## config.mk

```make
export PLATFORM = sky130hd
export DESIGN_NAME = fetch_next_pc_flat
export DESIGN_NICKNAME = d
export VERILOG_FILES = /design/src/rtl/fetch_next_pc_if.sv /design/src/rtl/fetch_next_pc.sv /design/src/flat_wrapper.sv
export SDC_FILE = /design/constraint.sdc
export NUM_CORES = 1
export LEC_CHECK = 0
export CAP_MARGIN = 20
export CORE_UTILIZATION = 45
export CTS_CLUSTER_DIAMETER = 80
export DETAILED_ROUTE_END_ITERATION = 8
export PLACE_DENSITY_LB_ADDON = 0.05
export SYNTH_ARGS = -nofsm -noshare
export SYNTH_HDL_FRONTEND = slang
export SYNTH_SLANG_ARGS = --single-unit
```

## constraint.sdc

```tcl
create_clock -name clk -period 3.45 [get_ports clk]
set_input_delay 0.5175 -clock clk [delete_from_list [all_inputs] [get_ports clk]]
set_output_delay 0.5175 -clock clk [all_outputs]
set_load 0.05 [all_outputs]
```

## src/rtl/fetch_next_pc_if.sv

```systemverilog
// Fetch-stage bus: BTB lookup, fetch, execute resolution, redirect, BTB update and perf ports.
// master = fetch_next_pc, slave = surrounding BTB/execute/pipeline environment.
interface fetch_next_pc_if;
    logic        stall;
    logic        btb_hit;
    logic [15:0] btb_predicted_pc;
    logic [15:0] btb_read_pc;
    logic [15:0] fetch_pc;
    logic        fetch_valid;
    logic        resolve_valid;
    logic        resolve_is_branch;
    logic        resolve_taken;
    logic [15:0] resolve_target;
    logic        redirect;
    logic [15:0] redirect_pc;
    logic        btb_write;
    logic [15:0] btb_write_pc;
    logic [15:0] btb_write_data;
    logic        btb_taken;
    logic        queue_full;
    logic [15:0] perf_branches;
    logic [15:0] perf_mispredicts;

    modport master (
        input  stall, btb_hit, btb_predicted_pc,
        input  resolve_valid, resolve_is_branch, resolve_taken, resolve_target,
        output btb_read_pc, fetch_pc, fetch_valid,
        output redirect, redirect_pc,
        output btb_write, btb_write_pc, btb_write_data, btb_taken,
        output queue_full, perf_branches, perf_mispredicts
    );

    modport slave (
        output stall, btb_hit, btb_predicted_pc,
        output resolve_valid, resolve_is_branch, resolve_taken, resolve_target,
        input  btb_read_pc, fetch_pc, fetch_valid,
        input  redirect, redirect_pc,
        input  btb_write, btb_write_pc, btb_write_data, btb_taken,
        input  queue_full, perf_branches, perf_mispredicts
    );
endinterface

```

## src/rtl/fetch_next_pc.sv

```systemverilog
// Fetch PC generator with prediction queue, mispredict redirect and BTB update.
// Optional FETCH_PERF_CNT_EN builds saturating branch/mispredict counters.
module fetch_next_pc #(
    parameter int          DEPTH    = 4,
    parameter logic [15:0] RESET_PC = 16'h0000
) (
    input  logic            clk,
    input  logic            reset_n,
    fetch_next_pc_if.master fp
);
    localparam int PTR_W = $clog2(DEPTH);
    localparam int CNT_W = PTR_W + 1;

    typedef enum logic {ST_RUN, ST_REDIRECT} state_t;

    state_t             state_reg, state_next;
    logic [15:0]        pc_reg, pc_next;
    logic [PTR_W-1:0]   head_reg, head_next;
    logic [PTR_W-1:0]   tail_reg, tail_next;
    logic [CNT_W-1:0]   count_reg, count_next;

    logic [15:0]        q_pc   [DEPTH];
    logic [15:0]        q_pred [DEPTH];

    logic               redirect_reg;
    logic [15:0]        redirect_pc_reg;
    logic               btb_write_reg;
    logic [15:0]        btb_write_pc_reg;
    logic [15:0]        btb_write_data_reg;

    logic               queue_full;
    logic               queue_empty;
    logic               fire;
    logic [15:0]        pred_next;
    logic               deq;
    logic [15:0]        head_pc;
    logic [15:0]        head_pred;
    logic               resolved_taken;
    logic [15:0]        actual_next;
    logic               mispredict;
    logic               btb_update;

    assign queue_full  = (count_reg == CNT_W'(DEPTH));
    assign queue_empty = (count_reg == '0);
    assign fire        = (state_reg == ST_RUN) && !fp.stall && !queue_full;
    assign pred_next   = fp.btb_hit ? fp.btb_predicted_pc : pc_reg + 16'd2;

    assign deq            = fp.resolve_valid && !queue_empty;
    assign head_pc        = q_pc[head_reg];
    assign head_pred      = q_pred[head_reg];
    assign resolved_taken = fp.resolve_is_branch && fp.resolve_taken;
    assign actual_next    = resolved_taken ? fp.resolve_target : head_pc + 16'd2;
    assign mispredict     = deq && (actual_next != head_pred);
    assign btb_update     = deq && resolved_taken;

    always_comb begin
        state_next = ST_RUN;
        case (state_reg)
            ST_RUN:      state_next = mispredict ? ST_REDIRECT : ST_RUN;
            ST_REDIRECT: state_next = ST_RUN;
            default:     state_next = ST_RUN;
        endcase
    end

    // A mispredict wipes the queue, including an entry fetched in the same cycle.
    always_comb begin
        pc_next    = pc_reg;
        head_next  = head_reg;
        tail_next  = tail_reg;
        count_next = count_reg;
        if (mispredict) begin
            pc_next    = actual_next;
            head_next  = '0;
            tail_next  = '0;
            count_next = '0;
        end else begin
            if (fire) begin
                pc_next   = pred_next;
                tail_next = tail_reg + PTR_W'(1);
            end
            if (deq) begin
                head_next = head_reg + PTR_W'(1);
            end
            if (fire && !deq) begin
                count_next = count_reg + CNT_W'(1);
            end else if (!fire && deq) begin
                count_next = count_reg - CNT_W'(1);
            end
        end
    end

    always_ff @(posedge clk or negedge reset_n) begin
        if (!reset_n) begin
            state_reg          <= ST_RUN;
            pc_reg             <= RESET_PC;
            head_reg           <= '0;
            tail_reg           <= '0;
            count_reg          <= '0;
            redirect_reg       <= 1'b0;
            redirect_pc_reg    <= 16'h0000;
            btb_write_reg      <= 1'b0;
            btb_write_pc_reg   <= 16'h0000;
            btb_write_data_reg <= 16'h0000;
        end else begin
            state_reg     <= state_next;
            pc_reg        <= pc_next;
            head_reg      <= head_next;
            tail_reg      <= tail_next;
            count_reg     <= count_next;
            redirect_reg  <= mispredict;
            btb_write_reg <= btb_update;
            if (mispredict) begin
                redirect_pc_reg <= actual_next;
            end
            if (btb_update) begin
                btb_write_pc_reg   <= head_pc;
                btb_write_data_reg <= fp.resolve_target;
            end
        end
    end

    // Entry storage carries no reset; occupancy is tracked solely by the pointers.
    generate
        for (genvar gi = 0; gi < DEPTH; gi++) begin : g_entry
            always_ff @(posedge clk) begin
                if (fire && (tail_reg == PTR_W'(gi))) begin
                    q_pc[gi]   <= pc_reg;
                    q_pred[gi] <= pred_next;
                end
            end
        end
    endgenerate

`ifdef FETCH_PERF_CNT_EN
    logic [15:0] perf_branches_reg;
    logic [15:0] perf_mispredicts_reg;

    always_ff @(posedge clk or negedge reset_n) begin
        if (!reset_n) begin
            perf_branches_reg    <= 16'h0000;
            perf_mispredicts_reg <= 16'h0000;
        end else begin
            if (deq && fp.resolve_is_branch && (perf_branches_reg != 16'hFFFF)) begin
                perf_branches_reg <= perf_branches_reg + 16'd1;
            end
            if (mispredict && (perf_mispredicts_reg != 16'hFFFF)) begin
                perf_mispredicts_reg <= perf_mispredicts_reg + 16'd1;
            end
        end
    end

    assign fp.perf_branches    = perf_branches_reg;
    assign fp.perf_mispredicts = perf_mispredicts_reg;
`else
    assign fp.perf_branches    = 16'h0000;
    assign fp.perf_mispredicts = 16'h0000;
`endif

    assign fp.btb_read_pc    = pc_reg;
    assign fp.fetch_pc       = pc_reg;
    assign fp.fetch_valid    = fire;
    assign fp.queue_full     = queue_full;
    assign fp.redirect       = redirect_reg;
    assign fp.redirect_pc    = redirect_pc_reg;
    assign fp.btb_write      = btb_write_reg;
    assign fp.btb_write_pc   = btb_write_pc_reg;
    assign fp.btb_write_data = btb_write_data_reg;
    assign fp.btb_taken      = btb_write_reg;
endmodule

```

## src/flat_wrapper.sv

```systemverilog
// flat-port wrapper written by rule: the top's interface ports become plain ports
module fetch_next_pc_flat 
#(
    parameter int          DEPTH    = 4,
    parameter logic [15:0] RESET_PC = 16'h0000
)
  (clk, reset_n, fp_stall, fp_btb_hit, fp_btb_predicted_pc, fp_resolve_valid, fp_resolve_is_branch, fp_resolve_taken, fp_resolve_target, fp_btb_read_pc, fp_fetch_pc, fp_fetch_valid, fp_redirect, fp_redirect_pc, fp_btb_write, fp_btb_write_pc, fp_btb_write_data, fp_btb_taken, fp_queue_full, fp_perf_branches, fp_perf_mispredicts);
  fetch_next_pc_if fp_i ();
  input  logic clk;
  input  logic reset_n;
  input wire logic [$bits(fp_i.stall)-1:0] fp_stall;
  input wire logic [$bits(fp_i.btb_hit)-1:0] fp_btb_hit;
  input wire logic [$bits(fp_i.btb_predicted_pc)-1:0] fp_btb_predicted_pc;
  input wire logic [$bits(fp_i.resolve_valid)-1:0] fp_resolve_valid;
  input wire logic [$bits(fp_i.resolve_is_branch)-1:0] fp_resolve_is_branch;
  input wire logic [$bits(fp_i.resolve_taken)-1:0] fp_resolve_taken;
  input wire logic [$bits(fp_i.resolve_target)-1:0] fp_resolve_target;
  output wire logic [$bits(fp_i.btb_read_pc)-1:0] fp_btb_read_pc;
  output wire logic [$bits(fp_i.fetch_pc)-1:0] fp_fetch_pc;
  output wire logic [$bits(fp_i.fetch_valid)-1:0] fp_fetch_valid;
  output wire logic [$bits(fp_i.redirect)-1:0] fp_redirect;
  output wire logic [$bits(fp_i.redirect_pc)-1:0] fp_redirect_pc;
  output wire logic [$bits(fp_i.btb_write)-1:0] fp_btb_write;
  output wire logic [$bits(fp_i.btb_write_pc)-1:0] fp_btb_write_pc;
  output wire logic [$bits(fp_i.btb_write_data)-1:0] fp_btb_write_data;
  output wire logic [$bits(fp_i.btb_taken)-1:0] fp_btb_taken;
  output wire logic [$bits(fp_i.queue_full)-1:0] fp_queue_full;
  output wire logic [$bits(fp_i.perf_branches)-1:0] fp_perf_branches;
  output wire logic [$bits(fp_i.perf_mispredicts)-1:0] fp_perf_mispredicts;
  assign fp_i.stall = fp_stall;
  assign fp_i.btb_hit = fp_btb_hit;
  assign fp_i.btb_predicted_pc = fp_btb_predicted_pc;
  assign fp_i.resolve_valid = fp_resolve_valid;
  assign fp_i.resolve_is_branch = fp_resolve_is_branch;
  assign fp_i.resolve_taken = fp_resolve_taken;
  assign fp_i.resolve_target = fp_resolve_target;
  assign fp_btb_read_pc = fp_i.btb_read_pc;
  assign fp_fetch_pc = fp_i.fetch_pc;
  assign fp_fetch_valid = fp_i.fetch_valid;
  assign fp_redirect = fp_i.redirect;
  assign fp_redirect_pc = fp_i.redirect_pc;
  assign fp_btb_write = fp_i.btb_write;
  assign fp_btb_write_pc = fp_i.btb_write_pc;
  assign fp_btb_write_data = fp_i.btb_write_data;
  assign fp_btb_taken = fp_i.btb_taken;
  assign fp_queue_full = fp_i.queue_full;
  assign fp_perf_branches = fp_i.perf_branches;
  assign fp_perf_mispredicts = fp_i.perf_mispredicts;
  fetch_next_pc #(.DEPTH(DEPTH), .RESET_PC(RESET_PC)) u_core (.clk(clk), .reset_n(reset_n), .fp(fp_i));
endmodule
```

==> results of run 1 <==
## cells in the mapped netlist, types with 3 or more instances
master	n
mux4_2	32
dfrtp_1	74
ha_1	7
nor4b_1	3
mux2_2	46
nor3_1	4
and3_1	6
inv_1	16
buf_1	3
o21ai_0	24
buf_4	52
edfxtp_1	128
and2_1	11
nand3b_1	3
buf_6	4
xnor2_1	22
nand2_1	51
nand4_1	8
xor2_1	25
clkbuf_1	16
mux2_1	11
nand3_1	17
mux2i_1	21
a211oi_1	3
a21oi_1	13
nor3b_1	3
nor2_1	18
## routing by layer
layer | up-vias | wire length [um] | GRT usage
li1 | 2747 | - | -
met1 | 3053 | 10890 | 0.3178
met2 | 223 | 11770 | 0.3785
met3 | 34 | 1368 | 0.04290
met4 | 0 | 544 | 0.05979
met5 | - | 0 | 0
## report_power, final
group          internal [uW]  leakage (uW)  switching (uW)
sequential              3460       0.00206             500
clock                   1290      0.000330             920
combinational           2140       0.00236            3470
## timing repair
| action | 4_1_cts | 5_1_grt |
|---|---|---|
| pin swaps | 2 | 3 |
| endpoints found under the setup margin | 37 | 41 |
| hold endpoints to repair | 0 | 2 |
| hold buffers | 0 | 1 |
| gates cloned | 2 | 0 |
| gates resized for setup | 14 | 6 |
| buffers inserted | 9 | 3 |
## logic make-up after synthesis
| group | Yosys count | share of synthesized area |
|---|---|---|
| compound gates | 57 | 0.03771 |
| xor+xnor | 48 | 0.04559 |
| fa+ha+maj | 8 | 0.01130 |
| buf+inv | 95 | 0.06254 |
| flops | 202 | 0.5981 |
| mux | 111 | 0.1675 |
| other cells | 1 | 0.0003938 |
| simple gates | 141 | 0.07686 |
## critical path: stages (launching register included)
cell and delay [ns]:
dfrtp_2 0.48, buf_12 0.18, buf_12 0.13, mux4_2 0.47, nand3_1 0.17, nor3_1 0.38, nand4_1 0.14, o211ai_1 0.25
xnor2_1 0.21, nand2_1 0.15, o31ai_4 0.28, buf_12 0.16, buf_12 0.14, mux2_2 0.34
## cells in the final DEF, fill, tap and decap left out, drive strengths merged, types with 2 or more instances in the layout
cell             n
nand2b           2
nor4b            4
or3              3
conb            32
a211oi           3
inv             17
mux4            32
nor4             2
clkbuf          24
nand4            9
bufinv           2
mux2            57
a21oi           13
mux2i           22
dfrtp           74
o21ai           24
a22oi            2
or4              2
clkinv          12
o211ai           2
ha               7
and2            11
nand3b           3
edfxtp         128
clkdlybuf4s50  121
nand2           52
nand3           17
buf             91
xnor2           22
nor2            18
and3             6
and4             2
xor2            25
o31ai            3
nor3             5
nor3b            3
## cell type report
type | count | area [um2] | area share
Sequential cell | 202 | 5697 | 0.4612
Multi-Input combinational cell | 397 | 3427 | 0.2775
Timing Repair Buffer | 214 | 2160 | 0.1748
Clock buffer | 24 | 546.8 | 0.04427
Tap cell | 270 | 337.8 | 0.02735
Clock inverter | 14 | 120.1 | 0.009724
Inverter | 17 | 63.81 | 0.005166
## per-stage QoR
step	setup TNS, ns	area (um2)	setup slack [ns]	cells
6_report	-4.265	12350	-0.1719	1138
5_1_grt	-7.233	12350	-0.2410	1138
4_1_cts	-2.116	12280	-0.1107	1133
3_5_place_dp	-3.522	11400	-0.1643	1084
3_3_place_gp	-2.203	11400	-0.1177	1084
2_1_floorplan	-1.066	9667	-0.1069	694
## how the worst min path moves through the flow
stage,endpoint,cells past startpoint,slack (ns)
floorplan,u_core.count_reg[0],0,0.22
finish,u_core.state_reg,1,0.43
global route,u_core.state_reg,1,0.44
detailed placement,u_core.state_reg,1,0.42
CTS,u_core.fp.redirect_pc[6],1,0.22
global placement,u_core.state_reg,1,0.41
==> results.py, run 1 <==
metrics = {
    "layout": {
        "reg.largest.list": "u_core.q_pc x64, u_core.q_pred x64",
        "syn_to_final_growth_pct": 29.71,
        "final_nets": 900,
        "drive_gt1_frac": 0.2569,
        "final_core_util": 0.6027,
        "fill_cells": 1627,
        "n_antenna_cell": 0,
    },
    "drt": {
        "routed_wl_mm": 24.58,
        "post_drt_wl_per_cell_um": 21.60,
        "postRouteAntennaNets": 0,
        "vias_per_cell": 5.322,
        "drtIter0Drc": 404,
        "num_vias": 6057,
        "firstDrtPassIters": 4,
        "drc": 0,
    },
    "critical_path": {
        "critPathCapture": "u_core.fp.btb_read_pc[4]",
        "crit_fanout": 10,
        "reg2reg_from": "u_core.head_reg[0]",
        "worstReg2RegEnd": "u_core.fp.btb_read_pc[4]",
        "endpoint_kind": "register",
        "crit_start": "u_core.head_reg[0]",
        "critPathArrivalTime_ns": 4.01,
        "r2r_cells": 13,
        "critPathRequiredTime_ns": 3.84,
        "start_kind": "register",
        "worstSetupPathType": "reg -> reg",
        "r2r_slack_ns": -0.17,
    },
    "sta": {
        "timing_worst_slew_pin_value_ns": 0.7872,
        "post-route-period-util": 1.050,
        "finalHoldViolCount": 0,
        "max-slew-margin-rel": 0.4697,
        "holdWs_ns": 0.4332,
        "setup_slack_ns": -0.1719,
        "drv_slew": 0,
        "setup_violations": 38,
        "fmax_mhz": 276.1,
        "rsz0062_at_grt": "yes",
        "period_needed_ns": 3.622,
        "skew_ns": 0.01721,
    },
    "logic_synthesis": {
        "avgSynthCellArea_um2": 14.36,
        "yosysTopAreaCell": "edfxtp_1",
        "async_flop_share": 0.3663,
        "synthTopCellsByArea": "edfxtp_1 (40%), dfrtp_1 (19%), mux4_2 (7.6%)",
        "ys_ff_latch": 202,
        "netlist.area_leader.share": 0.4036,
        "ys_warn_count": 0,
        "yosysSeqAreaShare": 0.5981,
        "syn_area_mm2": 0.009523,
        "synth_cells": 663,
        "synth.distinct_cells": 60,
        "synth_top_flop_cell": "edfxtp_1",
        "synth_edf_count": 128,
    },
    "grt": {
        "grt_pass1_wl_mm": 37.37,
        "grt.total_usage": 0.2309,
        "first_global_vias": 6255,
        "grt-ovfl-total": 0,
        "grt_antenna_before_repair": 0,
        "grt_max_degree": 75,
    },
    "status": {
        "status": "complete, but fails checks",
        "violations": "negative setup slack",
    },
    "run": {
        "maxCapViolations": 0,
    },
    "clocking": {
        "cts_inserted_buffers": 21,
        "htreeDepth": 1,
        "cts_tree": "built",
        "cts.clk_slew.worst_paths_ns": 0.06,
        "clock_latency_ns": 0.51,
        "clock_path_buffers": 3,
        "cts_sinks": 202,
        "cts_root_buffer": "clkbuf_16",
    },
    "worst_hold_path": {
        "hold_path.class": "reg -> reg",
        "holdCritStartpoint": "u_core.state_reg",
    },
    "place": {
        "gp_congestion": 0.8462,
        "io_buffers": 123,
        "hpwl_mm": 17.03,
    },
    "die": {
        "initial_utilization": 0.4647,
        "die_w_um": 147.5,
        "dieArea_mm2": 0.02175,
        "io_pins": 156,
        "rows": 52,
        "fp.dieH_um": 147.5,
        "coreArea_mm2": 0.02049,
    },
    "power": {
        "p_total_uw": 11770,
        "max-vdd-ir-drop_mv": 0.6793,
        "p_leak_uw": 0.004753,
        "power.density_mw_per_mm2": 953.1,
    },
}
No activity file was read; power rests on OpenSTA's default activity.
==> run 2: changes to the inputs <==
--- a/config.mk
+++ b/config.mk
@@ -5,7 +5,7 @@
 export SDC_FILE = /design/constraint.sdc
 export NUM_CORES = 1
 export LEC_CHECK = 0
-export CAP_MARGIN = 20
+export CAP_MARGIN = 30
 export CORE_UTILIZATION = 45
 export CTS_CLUSTER_DIAMETER = 80
 export DETAILED_ROUTE_END_ITERATION = 8
==> run 2 against run 1 <==
Net effect:
- the flow still finishes with violations (negative setup slack)
- first-iteration DRC count rose by 22%
- routed wire length rose by 0.94%
- cell count rose by 1.1%
- combinational power rose by 2%
- cell area rose by 1.6%
- hold slack got worse by 0.0011 ns
- critical path type unchanged
- largest power group unchanged
==> results.py, run 2 (synthesis gave the netlist of run 1 again) <==
metrics = {
    "status": {
        "status": "complete, but fails checks",
        "violations": "negative setup slack",
    },
    "sta": {
        "finalHoldViolCount": 0,
        "setup_violations": 33,
        "fmax_mhz": 279.2,
        "max-slew-margin-rel": 0.4964,
        "timing_worst_slew_pin_value_ns": 0.7475,
        "drv_slew": 0,
        "skew_ns": 0.01314,
        "period_needed_ns": 3.581,
        "setup_slack_ns": -0.1312,
        "rsz0062_at_grt": "yes",
        "setup_tns_ns": -2.959,
        "holdWs_ns": 0.4321,
        "post-route-period-util": 1.038,
    },
    "place": {
        "placed_area_mm2": 0.01143,
        "gp_congestion": 0.8462,
        "pre_cts_slack_ns": -0.1591,
        "hpwl_mm": 17.28,
        "io_buffers": 123,
        "dp.cells": 1085,
    },
    "die": {
        "rows": 52,
        "coreArea_mm2": 0.02049,
        "initial_utilization": 0.4647,
        "dieArea_mm2": 0.02175,
        "fp.dieH_um": 147.5,
        "die_w_um": 147.5,
        "io_pins": 156,
    },
    "power": {
        "power.density_mw_per_mm2": 959.6,
        "p_leak_uw": 0.004857,
        "max-vdd-ir-drop_mv": 0.6885,
    },
    "layout": {
        "syn_to_final_growth_pct": 31.81,
        "reg.largest.list": "u_core.q_pc x64, u_core.q_pred x64",
        "fin_area_mm2": 0.01255,
        "final_nets": 913,
        "most-common-layout-cells": "edfxtp_1 (128), clkdlybuf4s50_1 (121), buf_4 (82)",
        "n_antenna_cell": 0,
        "final_common_cell": "edfxtp_1",
        "instances_no_fill": 1151,
        "drive_gt1_frac": 0.2804,
        "seqCellArea_mm2": 0.005697,
        "fill_cells": 1606,
        "multiInputGateArea_mm2": 0.003462,
    },
    "grt": {
        "grt_antenna_before_repair": 0,
        "grt-ovfl-total": 0,
        "first_global_vias": 6246,
        "grt_pass1_wl_mm": 37.72,
        "grt.total_usage": 0.2337,
        "grt_max_degree": 45,
    },
    "critical_path": {
        "r2r_cells": 13,
        "cp_slowest_stage_delay_ns": 0.53,
        "critPathRequiredTime_ns": 3.84,
        "path_delay_family": "multiplexers",
        "worstSetupPathType": "reg -> reg",
        "reg2reg_from": "u_core.head_reg[0]",
        "crit_fanout": 10,
        "worstPathCellList": "buf_6, mux4_2, ha_4, xor2_1, mux2i_1, xor2_1, o211ai_1, nor4b_4, nand4_2, o31ai_4, buf_12, buf_12, mux2_2",
        "endpoint_kind": "register",
        "critPathSlowestCell": "mux4_2",
        "worst-path-buf-inv": 3,
        "critPathArrivalTime_ns": 3.97,
        "start_kind": "register",
        "worstReg2RegEnd": "u_core.fp.btb_read_pc[12]",
        "r2r_slack_ns": -0.13,
    },
    "clocking": {
        "cts.clk_slew.worst_paths_ns": 0.06,
        "clock_path_buffers": 3,
        "cts_inserted_buffers": 21,
        "htreeDepth": 1,
        "cts_tree": "built",
        "cts_sinks": 202,
        "cts_root_buffer": "clkbuf_16",
        "clock_latency_ns": 0.50,
    },
    "worst_hold_path": {
        "hold_path.class": "reg -> reg",
        "holdPathStages": 1,
        "holdCritStartpoint": "u_core.state_reg",
        "hold_end": "u_core.state_reg",
    },
    "drt": {
        "num_vias": 6192,
        "drtIter0Drc": 492,
        "routed_wl_mm": 24.81,
        "post_drt_wl_per_cell_um": 21.55,
        "vias_per_cell": 5.380,
        "postRouteAntennaNets": 0,
        "firstDrtPassIters": 5,
        "drc": 0,
    },
    "run": {
        "maxCapViolations": 0,
    },
}
## run 2: cell types whose count changed in the layout (fill, tap and decap cells not counted), moves of 2 or more
cell	previous run	this run
buf_4	71	82
clkinv_2	4	6
buf_12	15	13
bufinv_16	2	4
a21oi_1	13	11
buf_8	0	2
mux2_4	8	10
a21oi_2	0	2
clkinv_1	7	3
## run 2: timing repair
item | CTS | global route
hold endpoints to repair | 28 | 0
hold buffers | 1 | 0
gates cloned | 2 | 0
buffers inserted | 23 | 2
gates resized for setup | 14 | 14
pin swaps | 2 | 3
endpoints found under the setup margin | 37 | 41
## run 2: worst max path at each step
stage                  startpoint                         to  slack [ns]  cells past startpoint
3_3_place_gp   u_core.head_reg[0]   u_core.fp.btb_read_pc[7]       -0.12                     12
5_1_grt        u_core.head_reg[0]   u_core.fp.redirect_pc[5]       -0.23                     14
2_1_floorplan  u_core.head_reg[0]  u_core.fp.redirect_pc[14]       -0.11                     13
6_report       u_core.head_reg[0]  u_core.fp.btb_read_pc[12]       -0.13                     13
4_1_cts        u_core.head_reg[0]   u_core.fp.btb_read_pc[8]       -0.09                     12
3_5_place_dp   u_core.head_reg[0]   u_core.fp.btb_read_pc[8]       -0.16                     12
## run 2: report_power, final
| part | internal (uW) | leakage, uW | switching (uW) |
|---|---|---|---|
| Sequential | 3460 | 0.00206 | 500 |
| Combinational | 2220 | 0.00244 | 3490 |
| Clock | 1420 | 0.000356 | 954 |
| Total | 7100 | 0.00486 | 4950 |
## run 2: through the flow
stage / total power (uW) / utilization
after floorplan: 7461 / -
after global placement: 9337 / 0.5562
after detailed placement: 9453 / 0.5575
after CTS: 12040 / 0.6089
after global routing: 12550 / 0.6125
final: 12040 / 0.6125
## run 2: final cells by class
cell class / count / share of cell area
flip-flops and latches: 202 / 0.4538
multi-input cells: 397 / 0.2758
repair buffers: 227 / 0.1809
clock buffers: 22 / 0.04217
well taps: 270 / 0.02691
clock inverters: 16 / 0.01525
inverters: 17 / 0.005084
## run 2: metal layers
layer | global-route usage | share of wire | vias to the layer above
li1 | - | - | 2776
met1 | 0.3287 | 0.45 | 3139
met2 | 0.3825 | 0.47 | 239
met3 | 0.03580 | 0.057 | 38
met4 | 0.05722 | 0.021 | 0
met5 | 0 | 0 | -
==> RTL change 1: new RTL, config.mk and constraints of run 1 <==
`DEPTH` is set to 4 in 2 places; all go to 8.
--- a/src/rtl/fetch_next_pc.sv
+++ b/src/rtl/fetch_next_pc.sv
@@ -2,5 +2,5 @@
 // Optional FETCH_PERF_CNT_EN builds saturating branch/mispredict counters.
 module fetch_next_pc #(
-    parameter int          DEPTH    = 4,
+    parameter int          DEPTH    = 8,
     parameter logic [15:0] RESET_PC = 16'h0000
 ) (
--- a/src/flat_wrapper.sv
+++ b/src/flat_wrapper.sv
@@ -2,5 +2,5 @@
 module fetch_next_pc_flat 
 #(
-    parameter int          DEPTH    = 4,
+    parameter int          DEPTH    = 8,
     parameter logic [15:0] RESET_PC = 16'h0000
 )
Check against the original RTL: not equivalent (a bounded check fails within 10 cycles, from zero or initial values and one cycle with reset_n low).
==> RTL change 1 against run 1 <==
The run still ends with setup timing left. Worst setup slack worse by 180 ps. Global-route usage up 0.14 points. Synthesized area up 56%. Core utilization down 2.2 points. Final area up 53%. Routed wire length up 56%. Sequential power up 52%. Clock power up 78%. Total power up 40%. First-iteration DRC count up 43%. Sequential cell count up 131. Critical path type unchanged. Largest power group unchanged.
==> RTL change 1: results (changes against run 1) <==
CTS buffer count 37 (+76%); top cells by area, synth edfxtp_1 (52%), dfrtp_1 (13%), mux4_2 (7.8%); failing checks setup timing; first-pass GRT wire length 56200 µm (+50%); post-route setup slack -354 ps (-182 ps); net switching power 6.16 mW (+26%); vias in the first global route 8690 (+39%); Clk Latency, worst-skew pair 530 ps (+20 ps); P_leak 6.96 nW (+46%); setup violators final 42 (+11%); CP peak stage delay 540 ps (+60 ps); drt initial violations 576 (+43%); NumNets Final 1256 (+40%); Yosys cell types 63 (+5.0%); DP HPWL 26400 µm (+55%); filler-free cell count of the finished design 1675 (+47%); Peak supply drop 0.000700 V (+3.1%); largest fanout on the critical path 23 (+13); Largest regs u_core.q_pc (128), u_core.q_pred (128); ys flop type edfxtp_1; largest net degree at the start of global routing 78 (+4.0%); Post-Synthesis Cells 953 (+44%); Synth Area in XOR/XNOR 2.78% (-1.8 points); sequential element share of the synthesized area 64.9% (+5.1 points); Post-synth top cells edfxtp_1 (256), nand2_1 (119), dfrtp_1 (77); H-tree depth 2 (+1); Vias per Instance 5.24 (-1.5%); mux cell area share after synthesis 15.9% (-0.86 points); Place WS -665 ps (-501 ps); Post-synth EDFFs 256 (+100%); Compound-Gate Fraction of Synth Area 3.36% (-0.41 points); post-synthesis adder-cell area fraction 1.15% (+0.019 points); GP Congestion 0.849 (+0.35%); share of cells above drive strength 1 28.2% (+2.5 points); crit path DAT 4210 ps (+200 ps); FFs w/ async S/R, synth 23.1% (-14 points); clock root buffer master clkbuf_16; Placed Area 17300 µm² (+52%); Worst path slowest cell dfrtp_4; clock skew after layout 10.3 ps (-6.95 ps); wire length per cell 23.0 µm (+6.3%); Worst-Margin Slew 1070 ps (+280 ps); Hold Crit Class in2async; Ant. Diodes 0 (unchanged); placed cells 1589 (+47%); Setup TNS -11440 ps (-7180 ps); total track usage 23.2% (+0.14 points); status complete, but fails checks
RTL change 1: timing repair:
action                                  4_1_cts  5_1_grt
resized for setup                            17       37
gates cloned                                  0        1
buffers inserted                              8        7
hold buffers                                  0        1
endpoints found under the hold margin         0       15
endpoints found under the setup margin       44       44
pin swaps                                     0        6
RTL change 1: cell type report:
cell class	instances	area, µm²
flip-flops and latches	333	9620
fillers	2582	13600
multi-input cells	542	4830
clock buffers	40	937
inverters	15	56.3
repair buffers	275	2580
well taps	442	553
clock inverters	28	275
RTL change 1: path summary, 6_finish.rpt:
check | startpoint | end | slack [ps]
min in group clk | u_core.state_reg | u_core.state_reg | 470
max in group asynchronous | reset_n | u_core.head_reg[0] | 2420
max | u_core.head_reg[0] | u_core.fp.redirect_pc[13] | -350
min | reset_n | u_core.fp.btb_write_pc[7] | 400
min reg2reg | u_core.state_reg | u_core.state_reg | 470
max reg2reg | u_core.head_reg[0] | u_core.fp.redirect_pc[13] | -350
RTL change 1: cells by family after synthesis:
kind of cell	after synthesis
other cells	1
flops	333
compound gates	79
fa+ha+maj	13
simple gates	228
mux	143
buf+inv	109
xor+xnor	47
RTL change 1: routing by layer:
layer  GRT usage (%)  routed length, µm  share of wire (%)
met1            34.3              17900                 47
met2            37.1              18200                 47
met3            2.81               1730                4.5
met4            5.17                574                1.5
met5               0                  0                  0
RTL change 1: power by group through the flow:
stage	logic, mW	registers, mW	clock network, mW
after global placement	6.26	6.07	0
final	6.51	6.00	3.94
after floorplan	2.53	7.37	0
after global routing	6.88	6.10	4.18
after CTS	6.38	6.01	4.02
after detailed placement	6.29	6.08	0
==> RTL change 2: new RTL, flow settings as in run 1 <==
Made on the original files. Build with the macro `FETCH_PERF_CNT_EN` defined.
--- a/src/rtl/fetch_next_pc.sv
+++ b/src/rtl/fetch_next_pc.sv
@@ -1,4 +1,6 @@
 // Fetch PC generator with prediction queue, mispredict redirect and BTB update.
 // Optional FETCH_PERF_CNT_EN builds saturating branch/mispredict counters.
+`define FETCH_PERF_CNT_EN
+
 module fetch_next_pc #(
     parameter int          DEPTH    = 4,
Function: changed (a bounded check fails within 4 cycles, from zero or initial values and one cycle with reset_n low).
==> RTL change 2 against run 1 <==
The run still ends with setup timing left. Sequential cell count rose by 32. Maximum frequency decreased by 1.7%. First-iteration DRC count is 16% higher. Routed wire length increased by 18%. Synthesized area increased by 12%. Worst setup slack worse by 61 ps. Final area rose by 18%. Total power grew 16%. Largest cell class unchanged. Highest routed layer unchanged.
==> RTL change 2: results (changes against run 1) <==
power per cell area 939 nW/µm² (-1.5%); top cells by area, synth edfxtp_1 (36%), dfrtp_1 (25%), mux4_2 (6.7%); share of cells above drive strength 1 28.4% (+2.7 points); Compound-Gate Fraction of Synth Area 3.56% (-0.21 points); Place WS -246 ps (-81.6 ps); clock skew after layout 19.1 ps (+1.90 ps); Worst-Margin Slew 860 ps (+72.8 ps); Hold Crit Class in2async; GP Congestion 0.840 (-0.71%); met2 usage 37.0% (-0.82 points); Placed Area 13100 µm² (+15%); RR Endpoint u_core.fp.btb_read_pc[11]; failing checks setup timing; vias in the first global route 6974 (+11%); setup violators final 56 (+47%); total track usage 23.9% (+0.84 points); post-synthesis adder-cell area fraction 1.24% (+0.11 points); NumNets Final 1014 (+13%); Sw Share 39.2% (-2.3 points); Comb. pwr 5.90 mW (+5.2%); largest net degree at the start of global routing 62 (-17%); DRT Pass-1 Iters 5 (+1); Peak supply drop 0.000678 V (-0.17%); P_leak 5.62 nW (+18%); GR Util met1 36.0% (+4.2 points); placed cells 1238 (+14%); area occupied by multi-input gates 4210 µm² (+23%); CTS buffer count 26 (+24%); Setup TNS -8560 ps (-4290 ps); largest fanout on the critical path 11 (+1); met2 WL post-DR 13200 µm (+13%); PortBufs 155 (+26%); Vias per Instance 5.40 (+1.4%); status complete, but fails checks; drt initial violations 468 (+16%); # fillers 1853 (+14%); post-route setup slack -233 ps (-61.3 ps); Clock Power 3.26 mW (+48%); GR Layer Usage met3 3.19% (-1.1 points); Post-synth top cells edfxtp_1 (128), dfrtp_1 (106), nand2_1 (59); Yosys cell types 57 (-5.0%); Worst path slowest cell mux4_2; sequential element share of the synthesized area 60.7% (+0.93 points); Post-CTS Resized 22 (+8); wire length on met3 1530 µm (+12%); Synth Area in XOR/XNOR 6.42% (+1.9 points); DRT met1 WL 13600 µm (+25%); CP peak stage delay 570 ps (+90 ps); first-pass GRT wire length 42900 µm (+15%)
-- RTL change 2: worst max-delay path by stage --
| stage | from | depth (start not counted) | slack (ps) | to |
|---|---|---|---|---|
| global placement | u_core.head_reg[0] | 12 | -290 | u_core.fp.perf_mispredicts[1] |
| floorplan | u_core.head_reg[0] | 13 | -50 | u_core.fp.btb_read_pc[10] |
| CTS | u_core.head_reg[0] | 12 | -230 | u_core.fp.redirect_pc[13] |
| finish | u_core.head_reg[0] | 12 | -230 | u_core.fp.btb_read_pc[11] |
| global route | u_core.head_reg[0] | 12 | -360 | u_core.fp.btb_read_pc[11] |
| detailed placement | u_core.head_reg[0] | 12 | -250 | u_core.fp.perf_mispredicts[1] |
-- RTL change 2: area by class of cell --
class	instances	area share [%]
clock inverter	14	1.95
inverter	10	0.258
clock buffer	34	5.16
timing repair buffer	237	16.4
tap	319	2.74
multi-input combinational	456	28.9
sequential	234	44.6
